File: config.mk
export PLATFORM = sky130hd
export DESIGN_NAME = conv1d_ctrl_flat
export DESIGN_NICKNAME = d
export VERILOG_FILES = /design/src/rtl/conv1d_ctrl_pkg.sv /design/src/rtl/conv1d_ctrl_if.sv /design/src/rtl/conv1d_mac.sv /design/src/rtl/conv1d_ctrl.sv /design/src/flat_wrapper.sv
export SDC_FILE = /design/constraint.sdc
export NUM_CORES = 2
export LEC_CHECK = 0
export CAP_MARGIN = 10
export CORE_MARGIN = 2
export CORE_UTILIZATION = 45
export CTS_CLUSTER_SIZE = 12
export DETAILED_ROUTE_END_ITERATION = 8
export PLACE_DENSITY_LB_ADDON = 0.15
export REMOVE_ABC_BUFFERS = 1
export SLEW_MARGIN = 25
export SYNTH_ARGS = -nofsm -noshare
export SYNTH_HDL_FRONTEND = slang
export SYNTH_SLANG_ARGS = --single-unit
File: constraint.sdc
create_clock -name clk_i -period 18.5 [get_ports clk_i]
set_clock_uncertainty 0.1 [all_clocks]
set_input_delay 5.55 -clock clk_i [delete_from_list [all_inputs] [get_ports clk_i]]
set_output_delay 5.55 -clock clk_i [all_outputs]
set_load 0.02 [all_outputs]
File: src/rtl/conv1d_ctrl_pkg.sv
// Shared types and constants for the conv1d sequencer.
package conv1d_ctrl_pkg;

    localparam int unsigned NumWords  = 128;
    localparam int unsigned AddrWidth = $clog2(NumWords);
    localparam int unsigned MaxKernel = 8;
    localparam int unsigned KLenW     = 4;

    typedef enum logic [2:0] {
        IDLE,
        LOAD_K,
        CONV_RD,
        CONV_WR,
        DONE
    } state_e;

    typedef struct packed {
        logic [AddrWidth-1:0] in_base;
        logic [AddrWidth:0]   in_len;
        logic [AddrWidth-1:0] k_base;
        logic [KLenW-1:0]     k_len;
        logic [AddrWidth-1:0] out_base;
    } cfg_t;

endpackage

File: src/rtl/conv1d_ctrl_if.sv
// Single-port SRAM bus between the conv1d sequencer (master) and the SRAM mux (slave).
interface conv1d_ctrl_if;
    import conv1d_ctrl_pkg::*;

    logic                 req;
    logic                 we;
    logic [AddrWidth-1:0] addr;
    logic [31:0]          wdata;
    logic [31:0]          rdata;

    modport master (output req, we, addr, wdata, input rdata);
    modport slave  (input req, we, addr, wdata, output rdata);

endinterface

File: src/rtl/conv1d_mac.sv
// Registered 32-bit accumulator with combinational acc + a*b sum output.
module conv1d_mac (
    input  logic        clk_i,
    input  logic        rst_ni,
    input  logic        clr_i,
    input  logic        en_i,
    input  logic [31:0] a_i,
    input  logic [31:0] b_i,
    output logic [31:0] sum_o
);

    logic [31:0] acc_q, acc_d, prod;

    // Low 32 bits of a signed and an unsigned 32x32 product are identical.
    always_comb begin
        prod  = a_i * b_i;
        sum_o = acc_q + prod;
        acc_d = acc_q;
        if (clr_i) begin
            acc_d = '0;
        end else if (en_i) begin
            acc_d = sum_o;
        end
    end

    always_ff @(posedge clk_i or negedge rst_ni) begin
        if (!rst_ni) begin
            acc_q <= '0;
        end else begin
            acc_q <= acc_d;
        end
    end

endmodule

File: src/rtl/conv1d_ctrl.sv
// conv1d sequencer: kernel load, MAC streaming and write-back over the internal SRAM.
// Optional build macro CONV1D_RELU_EN clamps negative results to zero on write-back.
module conv1d_ctrl #(
    parameter int unsigned NumWords  = 128,
    parameter int unsigned AddrWidth = $clog2(NumWords),
    parameter int unsigned MaxKernel = 8
) (
    input  logic                 clk_i,
    input  logic                 rst_ni,
    input  logic                 start_i,
    input  logic [AddrWidth-1:0] in_base_i,
    input  logic [AddrWidth:0]   in_len_i,
    input  logic [AddrWidth-1:0] k_base_i,
    input  logic [3:0]           k_len_i,
    input  logic [AddrWidth-1:0] out_base_i,
    conv1d_ctrl_if.master        mem,
    output logic                 ext_gnt_o,
    output logic                 running_o,
    output logic                 running_e_o,
    output logic                 done_o,
    output logic                 done_e_o,
    output logic                 err_o
);
    import conv1d_ctrl_pkg::*;

    localparam int unsigned TapW = $clog2(MaxKernel);

    state_e          state_q, state_d;
    cfg_t            cfg_q, cfg_d;
    logic [TapW-1:0] tap_q, tap_d, ld_idx_q, ld_idx_d, rd_idx_q, rd_idx_d;
    logic [AddrWidth-1:0] j_q, j_d;
    logic            ld_q, ld_d, rd_q, rd_d;
    logic [31:0]     kern_q [MaxKernel];
    logic [31:0]     kern_d [MaxKernel];
    logic            err_q, err_d, done_e_q, done_e_d, run_e_q, run_e_d;

    logic            accept, cfg_ok, last_tap, last_j, busy;
    logic [31:0]     kl, nl, mac_sum, result;

    assign kl = 32'(k_len_i);
    assign nl = 32'(in_len_i);
    assign cfg_ok = (kl >= 32'd1) && (kl <= MaxKernel) && (kl <= nl)
                 && (32'(in_base_i) + nl <= NumWords)
                 && (32'(k_base_i) + kl <= NumWords)
                 && (32'(out_base_i) + nl - kl + 32'd1 <= NumWords);

    assign accept   = start_i && (state_q == IDLE || state_q == DONE);
    assign last_tap = (tap_q == TapW'(cfg_q.k_len - 4'd1));
    // M-1 = N-K, the index of the final output word.
    assign last_j   = (j_q == AddrWidth'(cfg_q.in_len - (AddrWidth+1)'(cfg_q.k_len)));
    assign busy     = (state_q == LOAD_K) || (state_q == CONV_RD) || (state_q == CONV_WR);

    always_ff @(posedge clk_i or negedge rst_ni) begin
        if (!rst_ni) begin
            state_q <= IDLE;
        end else begin
            state_q <= state_d;
        end
    end

    always_comb begin
        state_d = state_q;
        unique case (state_q)
            IDLE, DONE: if (accept) state_d = cfg_ok ? LOAD_K : DONE;
            LOAD_K:     if (last_tap) state_d = CONV_RD;
            CONV_RD:    if (last_tap) state_d = CONV_WR;
            CONV_WR:    state_d = last_j ? DONE : CONV_RD;
            default:    state_d = IDLE;
        endcase
    end

    always_comb begin
        cfg_d    = cfg_q;
        tap_d    = tap_q;
        j_d      = j_q;
        ld_d     = (state_q == LOAD_K);
        ld_idx_d = tap_q;
        rd_d     = (state_q == CONV_RD);
        rd_idx_d = tap_q;
        kern_d   = kern_q;
        err_d    = err_q;
        run_e_d  = accept && cfg_ok;
        done_e_d = (state_d == DONE) && (state_q != DONE || accept);
        if (ld_q) kern_d[ld_idx_q] = mem.rdata;
        if (accept) begin
            cfg_d = '{in_base: in_base_i, in_len: in_len_i, k_base: k_base_i,
                      k_len: k_len_i, out_base: out_base_i};
            tap_d = '0;
            j_d   = '0;
            err_d = !cfg_ok;
        end
        unique case (state_q)
            LOAD_K, CONV_RD: tap_d = last_tap ? '0 : tap_q + TapW'(1);
            CONV_WR: begin
                tap_d = '0;
                j_d   = j_q + AddrWidth'(1);
            end
            default: ;
        endcase
    end

    always_ff @(posedge clk_i or negedge rst_ni) begin
        if (!rst_ni) begin
            cfg_q    <= '0;
            tap_q    <= '0;
            j_q      <= '0;
            ld_q     <= 1'b0;
            ld_idx_q <= '0;
            rd_q     <= 1'b0;
            rd_idx_q <= '0;
            err_q    <= 1'b0;
            done_e_q <= 1'b0;
            run_e_q  <= 1'b0;
            for (int unsigned i = 0; i < MaxKernel; i++) kern_q[i] <= '0;
        end else begin
            cfg_q    <= cfg_d;
            tap_q    <= tap_d;
            j_q      <= j_d;
            ld_q     <= ld_d;
            ld_idx_q <= ld_idx_d;
            rd_q     <= rd_d;
            rd_idx_q <= rd_idx_d;
            err_q    <= err_d;
            done_e_q <= done_e_d;
            run_e_q  <= run_e_d;
            kern_q   <= kern_d;
        end
    end

    // The write cycle folds in the product of the final tap read.
    conv1d_mac u_mac (
        .clk_i  (clk_i),
        .rst_ni (rst_ni),
        .clr_i  (state_q == CONV_WR),
        .en_i   (rd_q),
        .a_i    (mem.rdata),
        .b_i    (kern_q[rd_idx_q]),
        .sum_o  (mac_sum)
    );

    always_comb begin
        result = mac_sum;
`ifdef CONV1D_RELU_EN
        if (mac_sum[31]) result = '0;
`endif
        mem.req     = busy;
        mem.we      = (state_q == CONV_WR);
        mem.wdata   = (state_q == CONV_WR) ? result : '0;
        mem.addr    = '0;
        unique case (state_q)
            LOAD_K:  mem.addr = cfg_q.k_base + AddrWidth'(tap_q);
            CONV_RD: mem.addr = cfg_q.in_base + j_q + AddrWidth'(tap_q);
            CONV_WR: mem.addr = cfg_q.out_base + j_q;
            default: ;
        endcase
        ext_gnt_o   = !busy;
        running_o   = busy;
        running_e_o = run_e_q;
        done_o      = (state_q == DONE);
        done_e_o    = done_e_q;
        err_o       = err_q;
    end

endmodule

File: src/flat_wrapper.sv
// flat-port wrapper written by rule: the top's interface ports become plain ports
module conv1d_ctrl_flat import conv1d_ctrl_pkg::*;
#(
    parameter int unsigned NumWords  = 128,
    parameter int unsigned AddrWidth = $clog2(NumWords),
    parameter int unsigned MaxKernel = 8
)
  (clk_i, rst_ni, start_i, in_base_i, in_len_i, k_base_i, k_len_i, out_base_i, ext_gnt_o, running_o, running_e_o, done_o, done_e_o, err_o, mem_req, mem_we, mem_addr, mem_wdata, mem_rdata);
  conv1d_ctrl_if mem_i ();
  input  logic clk_i;
  input  logic rst_ni;
  input  logic start_i;
  input  logic [AddrWidth-1:0] in_base_i;
  input  logic [AddrWidth:0] in_len_i;
  input  logic [AddrWidth-1:0] k_base_i;
  input  logic [3:0] k_len_i;
  input  logic [AddrWidth-1:0] out_base_i;
  output logic ext_gnt_o;
  output logic running_o;
  output logic running_e_o;
  output logic done_o;
  output logic done_e_o;
  output logic err_o;
  output wire logic [$bits(mem_i.req)-1:0] mem_req;
  output wire logic [$bits(mem_i.we)-1:0] mem_we;
  output wire logic [$bits(mem_i.addr)-1:0] mem_addr;
  output wire logic [$bits(mem_i.wdata)-1:0] mem_wdata;
  input wire logic [$bits(mem_i.rdata)-1:0] mem_rdata;
  assign mem_req = mem_i.req;
  assign mem_we = mem_i.we;
  assign mem_addr = mem_i.addr;
  assign mem_wdata = mem_i.wdata;
  assign mem_i.rdata = mem_rdata;
  conv1d_ctrl #(.NumWords(NumWords), .AddrWidth(AddrWidth), .MaxKernel(MaxKernel)) u_core (.clk_i(clk_i), .rst_ni(rst_ni), .start_i(start_i), .in_base_i(in_base_i), .in_len_i(in_len_i), .k_base_i(k_base_i), .k_len_i(k_len_i), .out_base_i(out_base_i), .mem(mem_i), .ext_gnt_o(ext_gnt_o), .running_o(running_o), .running_e_o(running_e_o), .done_o(done_o), .done_e_o(done_e_o), .err_o(err_o));
endmodule
# Word-level counts from Yosys, hierarchy flattened
# Index checks and enable logic that the tools add are counted.
# classes
shifts	0
muxes	21
mul	1
div_mod_pow	0
order_cmp	8
n_reduce_logical	21
bitwise_logic	1
addsub	14
n_eq_ne	8
# op_table
operator	n
$bwmux W256	1
$mux W32	6
$bmux W32 S3	1
$demux W32 S3	1
$le A32 B8 Y1 const B	3
$add A32 B1 Y32 const B	1
$add A32 B32 Y32	1
$mul A32 B32 Y32	1
$sub A32 B4 Y32	1
$mux W3	7
$pmux W7 S3	1
$add A7 B8 Y9	2
$add A7 B3 Y7	2
$add A7 B7 Y7	2
$mux W7	2
$pmux W3 S4	1
$logic_and A1 B1 Y1	9
$add A7 B4 Y8	1
$le A4 B8 Y1	1
$add A7 B1 Y7 const B	1
$eq A7 B7 Y1	1
$sub A7 B4 Y7	1
$eq A3 B2 Y1 const B	2
$eq A3 B3 Y1 const B	2
17 further kinds	23
# totals
out_inout_bits	47
memories	0
mem_bits_rw	0
latch_bits	0
ff_bits	341
romBits	0

# Longest topological paths before layout
# depth
word_depth	11
ltp_mapped	40

# By module
# A second synthesis with hierarchy kept.
# hier_totals
hier_cells	3169
area_unflattened_um2	34106.5
# by_module_without_submodules
module	cells_each	area_per_inst_um2	n_inst
conv1d_mac	1976	18142.4	1
conv1d_ctrl	1193	15964.1	1

# Worst setup path before layout
# No wires, ideal clock.
# synth_path
path_kind	input to output
from	input mem_rdata[13]
to	output mem_wdata[31]
arrival_ps	12598
cell_stages	27
slack_ps	252
path_buffers	3
path_cell_list	buf_1 > clkbuf_1 > and2_1 > fa_1 > fa_1 > fa_1 > inv_1 > fa_1 > inv_1 > fa_1 > fa_1 > fa_1 > inv_1 > fa_1 > inv_1 > ha_1 > clkbuf_1 > nand2_1 > nor3_1 > nand3_1 > a2111oi_0 > nor3_1 > o21ai_0 > a21o_1 > a21oi_1 > xnor2_1 > nor2_1
# synth_via
elab_chain_len	3
# synth_lines
item	line_no	rtl
from (decl)	flat_wrapper.sv:28	input wire logic [$bits(mem_i.rdata)-1:0] mem_rdata;
$mul A32 B32 Y32	conv1d_mac.sv:16	prod = a_i * b_i;
$add A32 B32 Y32	conv1d_mac.sv:17	sum_o = acc_q + prod;
$mux W32	conv1d_ctrl.sv:148	mem.wdata = (state_q == CONV_WR) ? result : '0;
to (decl)	flat_wrapper.sv:27	output wire logic [$bits(mem_i.wdata)-1:0] mem_wdata;
# No other way between the ends.

# Worst setup path after layout
# layout_path
from	input mem_rdata[17]
to	output mem_wdata[31]
# Same word-level chain as after synthesis.

==> flow_metrics.py <==
metrics = {
    "logic_synthesis": {
        "seq_area_frac_synth": 0.247,
        "syn_area_um2": 34500,
        "synth_seq_cells": 341,
        "synthFlopType": "dfrtp_1",
        "avgSynthCellArea_um2": 10.3,
        "synth_commonest_cells": "inv_1, fa_1, dfrtp_1, mux2_2, nand2_1",
        "synth_area_leader_cell": "fa_1",
        "ys_async_sr_fraction": 1.00,
        "synth-edff-count": 0,
        "post-synth-top-count-cell": "inv_1",
        "syn_inst": 3364,
        "synth_warnings": 0,
        "synth_top_area_share": 0.261,
        "synthTopCellsByArea": "fa_1, dfrtp_1, mux2_2",
        "ys_types": 67,
    },
    "critical_path": {
        "crit_end": "mem_wdata[31]",
        "cp_common_cell": "fa_1",
        "reg2reg_depth": 37,
        "crit_path_max_incr_delay_ps": 550,
        "startpoint": "mem_rdata[17]",
        "r2r_end": "u_core.u_mac.acc_q[24]",
        "crit_arrival_ps": 12840,
        "startpoint_type": "input port",
        "path_class": "input port to primary output",
        "endpoint_kind": "primary output",
        "r2r_slack_ps": 8290,
        "cp_data_required_time_ps": 12850,
        "cp_max_fo": 7,
        "crit_slowest_cell": "fa_1",
        "r2r-start": "u_core.ld_idx_q[1]",
    },
    "clock_tree": {
        "holdBufCountCts": 0,
        "clock-sinks": 341,
        "cts_buffer_depth": 3,
        "cts-root-buf": "clkbuf_16",
        "worst_skew_pair.late_latency_ps": 580,
        "clkTransAtPathRegs_ps": 60,
        "cts_buffers": 41,
        "cts_tree": "done",
        "cts_htree_levels": 2,
    },
    "global_routing": {
        "grt_max_degree": 92,
        "antenna_found_initial": 1,
        "grt_pass1_wl_mm": 158,
        "grt_pass1_vias": 27100,
        "grt_usage": 0.260,
        "grt-ovfl-total": 0,
    },
    "die": {
        "row_count": 101,
        "start_util": 0.454,
        "boundaryPins": 115,
        "core_area_um2": 75900,
        "dieArea_um2": 78900,
        "die_h_um": 281,
        "die_w_um": 281,
    },
    "hold_path": {
        "hold_path.class": "flip-flop to flip-flop",
    },
    "sta": {
        "whs_ps": 391,
        "slew_viol_final": 0,
        "period_minus_slack_ps": 18490,
        "fin_tns_setup_ps": 0,
        "finalSetupViolations": 0,
        "hold_viol_final": 0,
        "rsz0062_at_grt": "yes",
        "max_slew.worst_pin.slew_ps": 1060,
        "timing.final.ws_setup_ps": 7.92,
        "finalCritPeriodShare": 1.00,
        "timing.slew.headroom": 0.291,
        "fmaxAchievable_mhz": 54.1,
    },
    "final_layout": {
        "syn_to_final_growth_pct": 16.5,
        "design_area_um2": 40200,
        "final_nets": 4272,
        "multi_input_comb_area_um2": 23500,
        "ff_latch_area_um2": 8550,
        "drive_gt1_frac": 0.207,
        "antenna_cells": 0,
        "fillers": 6845,
    },
    "drt": {
        "vias": 24400,
        "drc": 0,
        "first_iter_violations": 1420,
        "vias_per_cell": 5.26,
        "finalWirelength_mm": 99.0,
        "firstDrtPassIters": 7,
        "wl_per_cell_um": 21.4,
        "postRouteAntennaNets": 0,
    },
    "power_and_ir_drop": {
        "leakagePower_nw": 19.1,
        "power_density_nw_per_um2": 56.3,
        "power_mw": 2.26,
        "max-vdd-ir-drop_v": 0.0000723,
    },
    "placed_design": {
        "dp_slack_ps": -912,
        "port-buffer-count": 114,
        "hpwl_mm": 73.9,
        "place_area_um2": 38000,
        "gp_congestion": 0.869,
    },
    "job": {
        "maxCapViolCount": 0,
    },
    "run_status": {
        "status": "completed",
    },
}
-- where the power goes --
part	internal [mW]	switching (mW)	leakage [nW]	total, mW
Sequential	0.771	0.0154	4.34	0.786
Combinational	0.290	0.333	14.1	0.623
Clock	0.516	0.338	0.688	0.854
Total	1.58	0.687	19.1	2.26
-- critical path, delay by kind of cell --
| family | cells | cell delay, ps |
|---|---|---|
| AND/OR/NAND/NOR | 3 | 510 |
| AO/OA/AOI/OAI | 8 | 1190 |
| buffers and inverters | 10 | 1160 |
| adder cells (fa/ha/maj) | 9 | 4300 |
| XOR/XNOR | 1 | 100 |
-- worst min-delay path by stage --
stage,slack [ps],depth (start not counted),to,from
after floorplan,350,2,u_core.cfg_q[0],u_core.cfg_q[0]
after global placement,380,2,u_core.cfg_q[21],u_core.cfg_q[21]
after detailed placement,380,2,u_core.cfg_q[21],u_core.cfg_q[21]
after CTS,390,2,u_core.cfg_q[21],u_core.cfg_q[21]
after global routing,410,1,u_core.kern_q[42],u_core.kern_q[42]
final,390,2,u_core.cfg_q[3],u_core.cfg_q[3]
-- cell type report --
type | count | area share
multi-input cells | 2265 | 0.585
repair buffers | 363 | 0.0822
flip-flops and latches | 341 | 0.213
well taps | 1030 | 0.0321
inverters | 559 | 0.0522
clock buffers | 61 | 0.0304
clock inverters | 12 | 0.00501
-- per-layer routing --
layer | GRT usage | routed length [µm] | part of all wire
met3 | 0.0308 | 4030 | 0.041
met4 | 0.0758 | 2870 | 0.029
met2 | 0.444 | 49100 | 0.50
met1 | 0.348 | 43000 | 0.43
met5 | 0 | 0 | 0
-- flip-flops by register name, indices dropped and copies added (netlist names) --
name,cells
u_core.cfg_q,32
u_core.done_e_o,1
u_core.err_o,1
u_core.j_q,7
u_core.kern_q,256
u_core.ld_idx_d,3
u_core.ld_idx_q,3
u_core.ld_q,1
u_core.rd_q,1
u_core.running_e_o,1
u_core.state_q,3
u_core.u_mac.acc_q,32
-- cells in the final DEF, fill, tap and decap left out, drive strengths merged, types with 29 or more instances in the layout --
| cell | count |
|---|---|
| ha | 184 |
| nand2b | 49 |
| fa | 449 |
| nor2 | 81 |
| inv | 559 |
| clkbuf | 63 |
| a22oi | 29 |
| nand2 | 289 |
| buf | 256 |
| a21oi | 63 |
| o21ai | 60 |
| mux2i | 65 |
| nor2b | 147 |
| mux2 | 301 |
| clkdlybuf4s50 | 86 |
| dfrtp | 341 |
| and2 | 216 |
| xor2 | 29 |
| xnor2 | 103 |
-- per-stage QoR --
step,cells,util
after floorplan,3165,-
after global placement,4535,0.500
after detailed placement,4535,0.501
after CTS,4624,0.524
after global routing,4631,0.529
final,4631,0.529
-- logic make-up (layout without fill, tap and decap cells) --
group	after synthesis	in the layout	synth area share
muxes	368	368	0.119
adders and majority gates	633	633	0.327
xor gates and xnor gates	135	135	0.0359
and+or+nand+nor	831	831	0.124
buffers and inverters	758	995	0.0865
DFF	341	341	0.247
AOI/OAI and AO/OA	298	298	0.0602
-- what timing repair did --
action / CTS / global route
pin swaps: 35 / 57
setup endpoints to repair: 15 / 18
resized for setup: 106 / 73
endpoints found under the hold margin: 0 / 0
setup buffers: 16 / 6
No activity file was read; power rests on OpenSTA's default activity.
